## src/rtl/uart_pkg.sv

```systemverilog
// Shared constants and FSM state type for the UART transmit arbiter.
package uart_pkg;

  localparam int unsigned CLK_HZ       = 50_000_000;
  localparam int unsigned BAUD         = 115200;
  localparam int unsigned CLKS_PER_BIT = CLK_HZ / BAUD;  // 434

  // One idle bit time between frames; watchdog allows a full 12-bit frame time.
  localparam int unsigned DEF_GAP_CYCLES     = CLKS_PER_BIT;
  localparam int unsigned DEF_TIMEOUT_CYCLES = 12 * CLKS_PER_BIT;

  typedef enum logic [1:0] {
    StIdle,
    StLaunch,
    StWaitDone,
    StGap
  } arb_state_e;

endpackage

```

## src/rtl/rr_arbiter.sv

```systemverilog
// Combinational round-robin picker: first set request at or above ptr, wrapping to index 0.
module rr_arbiter #(
  parameter int unsigned N_REQ = 4,
  parameter int unsigned IDX_W = $clog2(N_REQ)
) (
  input  logic [N_REQ-1:0] req,
  input  logic [IDX_W-1:0] ptr,
  output logic [N_REQ-1:0] grant,
  output logic [IDX_W-1:0] idx,
  output logic             any_valid
);

  logic             hit_hi;
  logic [IDX_W-1:0] idx_hi;
  logic [IDX_W-1:0] idx_lo;

  assign any_valid = |req;

  // Descending scan so the lowest qualifying index is the last one written.
  always_comb begin
    hit_hi = 1'b0;
    idx_hi = '0;
    idx_lo = '0;
    for (int i = N_REQ - 1; i >= 0; i--) begin
      if (req[i]) begin
        if (i >= int'(ptr)) begin
          hit_hi = 1'b1;
          idx_hi = IDX_W'(i);
        end
        idx_lo = IDX_W'(i);
      end
    end
  end

  // Nothing at or above ptr means the search wrapped to the lowest set bit.
  always_comb begin
    idx        = hit_hi ? idx_hi : idx_lo;
    grant      = '0;
    grant[idx] = any_valid;
  end

endmodule

```

## src/rtl/uart_tx_arbiter.sv

```systemverilog
// Round-robin sharing of one byte UART transmitter among N_REQ producers.
// Frame sequence: grant/capture, start pulse, wait for tx_done, inter-frame gap.
// Optional WAIT_DONE watchdog enabled by defining UART_ARB_TIMEOUT_EN.
module uart_tx_arbiter
  import uart_pkg::*;
#(
  parameter int unsigned N_REQ          = 4,
  parameter int unsigned GAP_CYCLES     = DEF_GAP_CYCLES,
  parameter int unsigned TIMEOUT_CYCLES = DEF_TIMEOUT_CYCLES
) (
  input  logic                       clk_50M,
  input  logic                       rst,
  input  logic [N_REQ-1:0]           req_valid,
  input  logic [8*N_REQ-1:0]         req_data,
  output logic [N_REQ-1:0]           req_ready,
  output logic [7:0]                 tx_data,
  output logic                       tx_start,
  input  logic                       tx_done,
  output logic [$clog2(N_REQ)-1:0]   grant_id,
  output logic                       busy,
  output logic                       timeout_err
);

  localparam int unsigned IDX_W = $clog2(N_REQ);
  localparam int unsigned GAP_W = (GAP_CYCLES > 0) ? $clog2(GAP_CYCLES + 1) : 1;
  localparam logic [GAP_W-1:0] GAP_LOAD = GAP_W'((GAP_CYCLES > 0) ? GAP_CYCLES - 1 : 0);

  arb_state_e       state;
  logic [IDX_W-1:0] ptr;
  logic [GAP_W-1:0] gap_cnt;

  logic [N_REQ-1:0] sel_grant;
  logic [IDX_W-1:0] sel_idx;
  logic             sel_any;
  logic [7:0]       sel_byte;
  logic [IDX_W-1:0] next_ptr;
  logic             frame_end;

  rr_arbiter #(
    .N_REQ (N_REQ),
    .IDX_W (IDX_W)
  ) u_rr_arbiter (
    .req       (req_valid),
    .ptr       (ptr),
    .grant     (sel_grant),
    .idx       (sel_idx),
    .any_valid (sel_any)
  );

  // One-hot byte mux driven by the arbiter grant.
  always_comb begin
    sel_byte = '0;
    for (int i = 0; i < N_REQ; i++) begin
      if (sel_grant[i]) sel_byte = req_data[8*i +: 8];
    end
  end

  assign next_ptr = (sel_idx == IDX_W'(N_REQ - 1)) ? '0 : sel_idx + 1'b1;

`ifdef UART_ARB_TIMEOUT_EN
  localparam int unsigned TO_W = $clog2(TIMEOUT_CYCLES + 1);

  logic [TO_W-1:0] to_cnt;
  logic            to_hit;

  // A tx_done arriving on the limit cycle takes precedence over the watchdog.
  assign to_hit = (state == StWaitDone) && !tx_done &&
                  ((32'(to_cnt) + 32'd1) >= TIMEOUT_CYCLES);

  // WAIT_DONE cycle counter; held at zero in every other state so entry clears it.
  always_ff @(posedge clk_50M) begin
    if (rst || (state != StWaitDone)) begin
      to_cnt      <= '0;
      timeout_err <= 1'b0;
    end else begin
      timeout_err <= to_hit;
      if (!to_hit) to_cnt <= to_cnt + 1'b1;
    end
  end

  assign frame_end = tx_done | to_hit;
`else
  logic unused_timeout_cfg;

  // Without the watchdog the limit has no meaning.
  assign unused_timeout_cfg = ^TIMEOUT_CYCLES;
  assign timeout_err        = 1'b0;
  assign frame_end          = tx_done;
`endif

  // Frame sequencer with registered handshake and transmitter outputs.
  always_ff @(posedge clk_50M) begin
    if (rst) begin
      state     <= StIdle;
      ptr       <= '0;
      gap_cnt   <= '0;
      tx_data   <= '0;
      tx_start  <= 1'b0;
      req_ready <= '0;
      grant_id  <= '0;
      busy      <= 1'b0;
    end else begin
      req_ready <= '0;
      tx_start  <= 1'b0;
      unique case (state)
        StIdle: begin
          if (sel_any) begin
            tx_data   <= sel_byte;
            grant_id  <= sel_idx;
            req_ready <= sel_grant;
            ptr       <= next_ptr;
            busy      <= 1'b1;
            state     <= StLaunch;
          end
        end
        StLaunch: begin
          tx_start <= 1'b1;
          state    <= StWaitDone;
        end
        StWaitDone: begin
          if (frame_end) begin
            if (GAP_CYCLES == 0) begin
              busy  <= 1'b0;
              state <= StIdle;
            end else begin
              gap_cnt <= GAP_LOAD;
              state   <= StGap;
            end
          end
        end
        StGap: begin
          if (gap_cnt == '0) begin
            busy  <= 1'b0;
            state <= StIdle;
          end else begin
            gap_cnt <= gap_cnt - 1'b1;
          end
        end
        default: state <= StIdle;
      endcase
    end
  end

endmodule

```

## config.mk

```make
export PLATFORM = sky130hd
export DESIGN_NAME = uart_tx_arbiter
export DESIGN_NICKNAME = d
export VERILOG_FILES = /design/src/rtl/uart_pkg.sv /design/src/rtl/rr_arbiter.sv /design/src/rtl/uart_tx_arbiter.sv
export SDC_FILE = /design/constraint.sdc
export NUM_CORES = 1
export LEC_CHECK = 0
export CORE_UTILIZATION = 42
export DETAILED_ROUTE_END_ITERATION = 10
export PLACE_DENSITY_LB_ADDON = 0.05
export SETUP_SLACK_MARGIN = 0.2
export SLEW_MARGIN = 0
export SYNTH_ARGS = -nofsm -noshare
export SYNTH_HDL_FRONTEND = slang
export SYNTH_HIERARCHICAL = 1
export SYNTH_SLANG_ARGS = --single-unit
```

## constraint.sdc

```tcl
create_clock -name clk_50M -period 2.19 [get_ports clk_50M]
set_input_delay 0.5475 -clock clk_50M [delete_from_list [all_inputs] [get_ports clk_50M]]
set_output_delay 0.5475 -clock clk_50M [all_outputs]
set_load 0.01 [all_outputs]
```

## Word-level counts from Yosys, hierarchy flattened

Index checks and enable logic that the tools add are counted.

| word-level totals | value |
|---|---|
| input bits | 39 |
| RAM bits | 0 |
| memories | 0 |
| output and inout bits | 17 |
| ROM bits | 0 |
| flip-flop bits (word level) | 29 |
| logic and storage cells | 73 |
| bits in latches | 0 |

| cells by class | value |
|---|---|
| bitwise logic cells | 3 |
| shift operators | 0 |
| multiplexer cells | 36 |
| $lt $le $gt $ge | 5 |
| eq/ne operators | 8 |
| reductions and logical operators | 11 |
| add/subtract/negate cells | 2 |
| $mul | 0 |
| div/mod/pow operators | 0 |

Operator list:

| cell | count |
|---|---|
| 2-to-1 mux 8 bit | 4 |
| 2-to-1 mux 2 bit | 15 |
| 2-to-1 mux 9 bit | 2 |
| one-hot mux 9 bit (2 select lines) | 1 |
| 2-to-1 mux 1 bit | 11 |
| zero test 9 bit | 1 |
| AND reduction 3 bit | 3 |
| subtractor 9 x 1 -> 9 bit (second input constant) | 1 |
| != test 2 bit (second input constant) | 4 |
| one-hot mux 2 bit (4 select lines) | 1 |
| equality test 2 bit (second input constant) | 3 |
| bitwise AND 4 bit | 1 |
| >= comparator 1 x 2 -> 1 bit (first input constant) | 2 |
| nonzero test 2 bit | 2 |
| OR reduction 4 bit | 1 |
| less-than comparator 2 x 3 -> 1 bit (second input constant) | 1 |
| OR reduction 3 bit | 1 |
| adder 2 x 1 -> 2 bit (second input constant) | 1 |
| demux 1 bit (select 2 bit) | 1 |
| equality test 2 x 1 -> 1 bit (second input constant) | 1 |
| >= comparator 2 x 1 -> 1 bit (second input constant) | 1 |
| >= comparator 2 bit (first input constant) | 1 |
| zero test 2 bit | 1 |
| inverter 1 bit | 2 |
| other kinds (3) | 3 |

## Depth between registers and ports, before layout

| logic depth | value |
|---|---|
| word-level depth | 17 |
| gate-level depth with buffers | 10 |
| gate-level depth less buffers | 7 |

## Modules after synthesis

Netlist, hierarchy kept.

By module, submodules not included:

| module | sequential area each (um^2) | times used | cells an instance | area each (um^2) |
|---|---|---|---|---|
| uart_tx_arbiter | 580.6 | 1 | 196 | 1,571.5 |
| rr_arbiter | 0.0 | 1 | 30 | 175.2 |

## Worst setup path after synthesis

OpenSTA, ideal clock, no wires.

| path | value |
|---|---|
| path kind | input to register |
| start point | input port req_valid[0] |
| end point | register tx_data[4] |
| setup slack | 90 ps |
| stages on the path | 9 |
| arrival | 1,967 ps |
| setup time | 133 ps |
| required time | 2,057 ps |
| path buffers | 3 |
| cell sequence | clkbuf_2 a21oi_1 o21ai_1 a21boi_0 clkbuf_1 clkbuf_1 a21oi_1 a221oi_1 nor3_1 |

| between the ends | value |
|---|---|
| elaborated cells between the ends (all ways) | 16 |
| classes of those cells | 2 x order compare; 10 x mux; 1 x bitwise; 3 x reduce/logical |

RTL lines:

| item | RTL line | text |
|---|---|---|
| start: declaration | uart_tx_arbiter.sv:13 | `input logic [N_REQ-1:0] req_valid,` |
| 2-to-1 mux 2 bit or 2-to-1 mux 1 bit (tied branches) | rr_arbiter.sv:25 | `if (req[i]) begin` |
| 2-to-1 mux 2 bit | rr_arbiter.sv:37 | `idx = hit_hi ? idx_hi : idx_lo;` |
| less-than comparator 2 x 3 -> 1 bit (implied by the code) or >= comparator 2 x 1 -> 1 bit (tied branches) | rr_arbiter.sv:39 | `grant[idx] = any_valid;` |
| logical AND 1 bit (implied by the code) | rr_arbiter.sv:39 |  |
| 2-to-1 mux 1 bit (implied by the code) | rr_arbiter.sv:39 |  |
| demux 1 bit (select 2 bit) | -- |  |
| bitwise AND 4 bit (no source line) (*) | -- |  |
| named net sel_grant[2] | uart_tx_arbiter.sv:32 | `logic [N_REQ-1:0] sel_grant;` |
| 2-to-1 mux 8 bit (*) (2 in series) | uart_tx_arbiter.sv:54 | `if (sel_grant[i]) sel_byte = req_data[8*i +: 8];` |
| end signal: assignment | uart_tx_arbiter.sv:108 | `tx_data <= sel_byte;` |
| end: declaration | uart_tx_arbiter.sv:16 | `output logic [7:0] tx_data,` |

Mark *: on every way through the listed nets, which the timed path passes. The rest lies on a longest branch.
A chain may end at the register's enable or synchronous reset.

## Worst setup path after layout

| path | value |
|---|---|
| start point | input port req_valid[2] |
| end point | register tx_data[5] |

| between the ends | value |
|---|---|
| elaborated cells between the ends (all ways) | 26 |
| classes of those cells | 2 x order compare; 20 x mux; 1 x bitwise; 3 x reduce/logical |

RTL lines:

| item | RTL line | text |
|---|---|---|
| 2-to-1 mux 2 bit or 2-to-1 mux 1 bit (tied branches) | rr_arbiter.sv:25 |  |
| 2-to-1 mux 2 bit or 2-to-1 mux 1 bit (tied branches) | rr_arbiter.sv:26 | `if (i >= int'(ptr)) begin` |
| 2-to-1 mux 2 bit or 2-to-1 mux 1 bit (tied branches) | rr_arbiter.sv:25 |  |
| 2-to-1 mux 2 bit or 2-to-1 mux 1 bit (tied branches) | rr_arbiter.sv:26 |  |
| 2-to-1 mux 2 bit or 2-to-1 mux 1 bit (tied branches) | rr_arbiter.sv:25 |  |
| 2-to-1 mux 2 bit | rr_arbiter.sv:37 |  |
| less-than comparator 2 x 3 -> 1 bit (implied by the code) or >= comparator 2 x 1 -> 1 bit (tied branches) | rr_arbiter.sv:39 |  |
| logical AND 1 bit (implied by the code) | rr_arbiter.sv:39 |  |
| 2-to-1 mux 1 bit (implied by the code) | rr_arbiter.sv:39 |  |
| demux 1 bit (select 2 bit) | -- |  |
| bitwise AND 4 bit (no source line) (*) | -- |  |
| named net sel_grant[2] | uart_tx_arbiter.sv:32 |  |
| 2-to-1 mux 8 bit (*) (2 in series) | uart_tx_arbiter.sv:54 |  |

Marked as above.

==> run metrics <==
Hold Vio Cnt, Final 0; Routed Antenna Nets 0; post-DP HPWL 3.258 mm; gr usage total 22.10%; Synth Area per Inst 7.729 µm²; port bufs 54; crit end category flop; vias in the first global route 1646; Seq/Total Area, Yosys 33.24%; fillers 343; die height 66.49 µm; fin crit share 88.59%; num ports 56; total core area 0.004000 mm²; Max stage delay on crit path 0.47 ns; RePlAce Congestion 0.8412; row cnt 23; status completed; DIE AREA 0.004421 mm²; share of layout cells above drive strength 1 17.41%; prevailing post-synth register cell dfxtp_1; Util after Layout 65.62%; max_cap viols 0; Post-synth ARST share 0%; DIE WIDTH 66.49 µm; Post-Route Skew 0.002263 ns; RSZ-0062 raised after global routing true; Via-to-Cell Ratio 5.306; Reg area 580.6 µm²; most common cell after layout, fill and taps aside clkdlybuf4s50_1; final slew viol count 0; Synth Register Bits 29; EDFF count, synth 0; number of hold buffers added after cts 0; CP Class in2reg; Worst EP required 2.35 ns; Worst-Skew Late Latency 0.28 ns; Worst Hold Class reg2reg; CTS Root Cell clkbuf_8; worst-path cell chain clkdlybuf4s50_1, buf_4, a21boi_2, buf_4, buf_4, a21oi_1, a221oi_2, nor3_2; largest net degree at the start of global routing 33; WL final 4.628 mm; deepest clock path buffer count 2; Post-route DRC 0; DRT Pass-1 Iters 4; post-layout min period 1.940 ns; VDD IR max 550.8 µV; final setup vio count 0; Multi-input gate area 0.001121 mm²; critical path startpoint category primary input; slowest cell on the critical path clkdlybuf4s50_1; Layout area overhead 50.29%; Nets 338; syn_nets 272; static leakage 1.056 nW; pwr/cell area 1197 mW/mm²; most frequent CP cell buf_4; Non-Filler Cell Area, Final 0.002625 mm²; Placed Area 0.002435 mm²; initial antenna violation count 0; H-tree depth 2; Max Clk Rate 515.4 MHz; CP Max Fanout 7; TritonCTS buffer count 5; crit path DAT 2.10 ns; routed length per instance 13.49 µm; initial core utilization 43.67%; CTS clk-pin slew, worst paths 0.06 ns; Cell variety after synth 46; Yosys warning count 6; commonest cells after routing, fill and taps aside clkdlybuf4s50_1, a21oi_1, dfxtp_1; DR vias 1820; n_diodes 0; Syn Std Cell Area 0.001747 mm²; first-pass GRT wire length 7.251 mm; remaining global-route overflow 0; Clock Sinks 29; drt first-iter violations 88; Syn Inst Count 226; TritonCTS clock tree built
==> path summary, 6_finish.rpt <==
check	from	endpoint	slack (ns)	depth (start not counted)
setup / recovery	req_valid[2]	tx_data[5]$_SDFFE_PP0N_	0.25	8
hold / removal	grant_id[1]$_SDFFE_PP0N_	grant_id[1]$_SDFFE_PP0N_	0.46	2
setup reg to reg	ptr[1]$_SDFFE_PP0N_	tx_data[5]$_SDFFE_PP0N_	0.39	8
hold reg to reg	grant_id[1]$_SDFFE_PP0N_	grant_id[1]$_SDFFE_PP0N_	0.46	2
==> sequential cells by signal, summed over array words and instances (netlist names) <==
signal / cells
tx_start: 1
req_ready: 4
gap_cnt: 9
busy: 1
state: 2
grant_id: 2
ptr: 2
tx_data: 8
==> layer usage <==
| layer | routed length (µm) | vias to the layer above | share of wire (%) | GRT usage [%] |
|---|---|---|---|---|
| met3 | 298 | 11 | 6.4 | 6.678 |
| met4 | 82 | 0 | 1.8 | 8.245 |
| met1 | 2074 | 796 | 45 | 27.13 |
| met5 | 0 | - | 0 | 0 |
| met2 | 2172 | 69 | 47 | 36.10 |
| li1 | - | 944 | - | - |
==> cells by family (layout without fill, tap and decap cells) <==
group           count (synthesis)  after routing  share of synthesized area (%)
compound gates                 74             75                          27.72
flops                          29             29                          33.24
buf+inv                        33             99                          8.023
simple gates                   79             79                          24.07
other cells                     1              1                         0.2147
fa+ha+maj                       7              7                          5.014
mux                             3              3                          1.719
==> critical path: cells and delay by family <==
family | cells | cell delay, ns
AOI/OAI and AO/OA | 3 | 0.55
buffers and inverters | 4 | 0.92
and+or+nand+nor | 1 | 0.08
==> synth_stat cells (2+ instances only) <==
cell	instances	area, µm²
nand2b_1	7	43.79
nor2_1	18	67.56
dfxtp_1	29	580.6
nand3_1	2	10.01
nor3b_1	6	45.04
ha_1	7	87.58
a21oi_1	30	150.1
o41ai_1	3	26.28
nand2_1	18	67.56
mux2i_1	3	30.03
nor3_1	13	65.06
clkbuf_1	11	41.29
a311oi_1	2	17.52
buf_4	2	15.01
buf_1	2	7.510
a221oi_1	8	70.07
and3_1	2	12.51
a31oi_1	2	12.51
a211oi_1	2	15.01
nor2b_1	3	18.77
inv_1	16	60.06
o21ai_0	10	50.05
o21ai_1	7	35.03
==> repair_timing <==
item                                    CTS  global route
pin swaps                                 4            10
setup buffers                             0             2
cloned                                    2             0
gates resized for setup                  12            18
hold endpoints to repair                  0             0
endpoints found under the setup margin   13            12
==> power breakdown <==
part           switching (W)  internal [W]
clock               0.000193      0.000225
sequential          0.000170      0.000706
combinational       0.000922      0.000925
==> through the flow <==
stage               TNS, ns  total power [W]  std cells  hold WS, ns  worst slack [ns]
floorplan                 0         0.001887        226       0.4635            0.2046
global placement     -2.598         0.002541        331       0.4475           -0.2014
detailed placement   -2.505         0.002549        331       0.4541           -0.2404
CTS                       0         0.003048        341       0.4678            0.2041
global route              0         0.003376        343       0.4928            0.1708
finish                    0         0.003142        343       0.4632            0.2499
==> area by class of cell <==
type	count	share of cell area, %
inverters	16	2.288
well taps	50	2.383
repair buffers	75	27.45
clock buffers	8	3.051
flip-flops and latches	29	22.12
multi-input cells	165	42.71
Power figures use the tool's default switching activity.
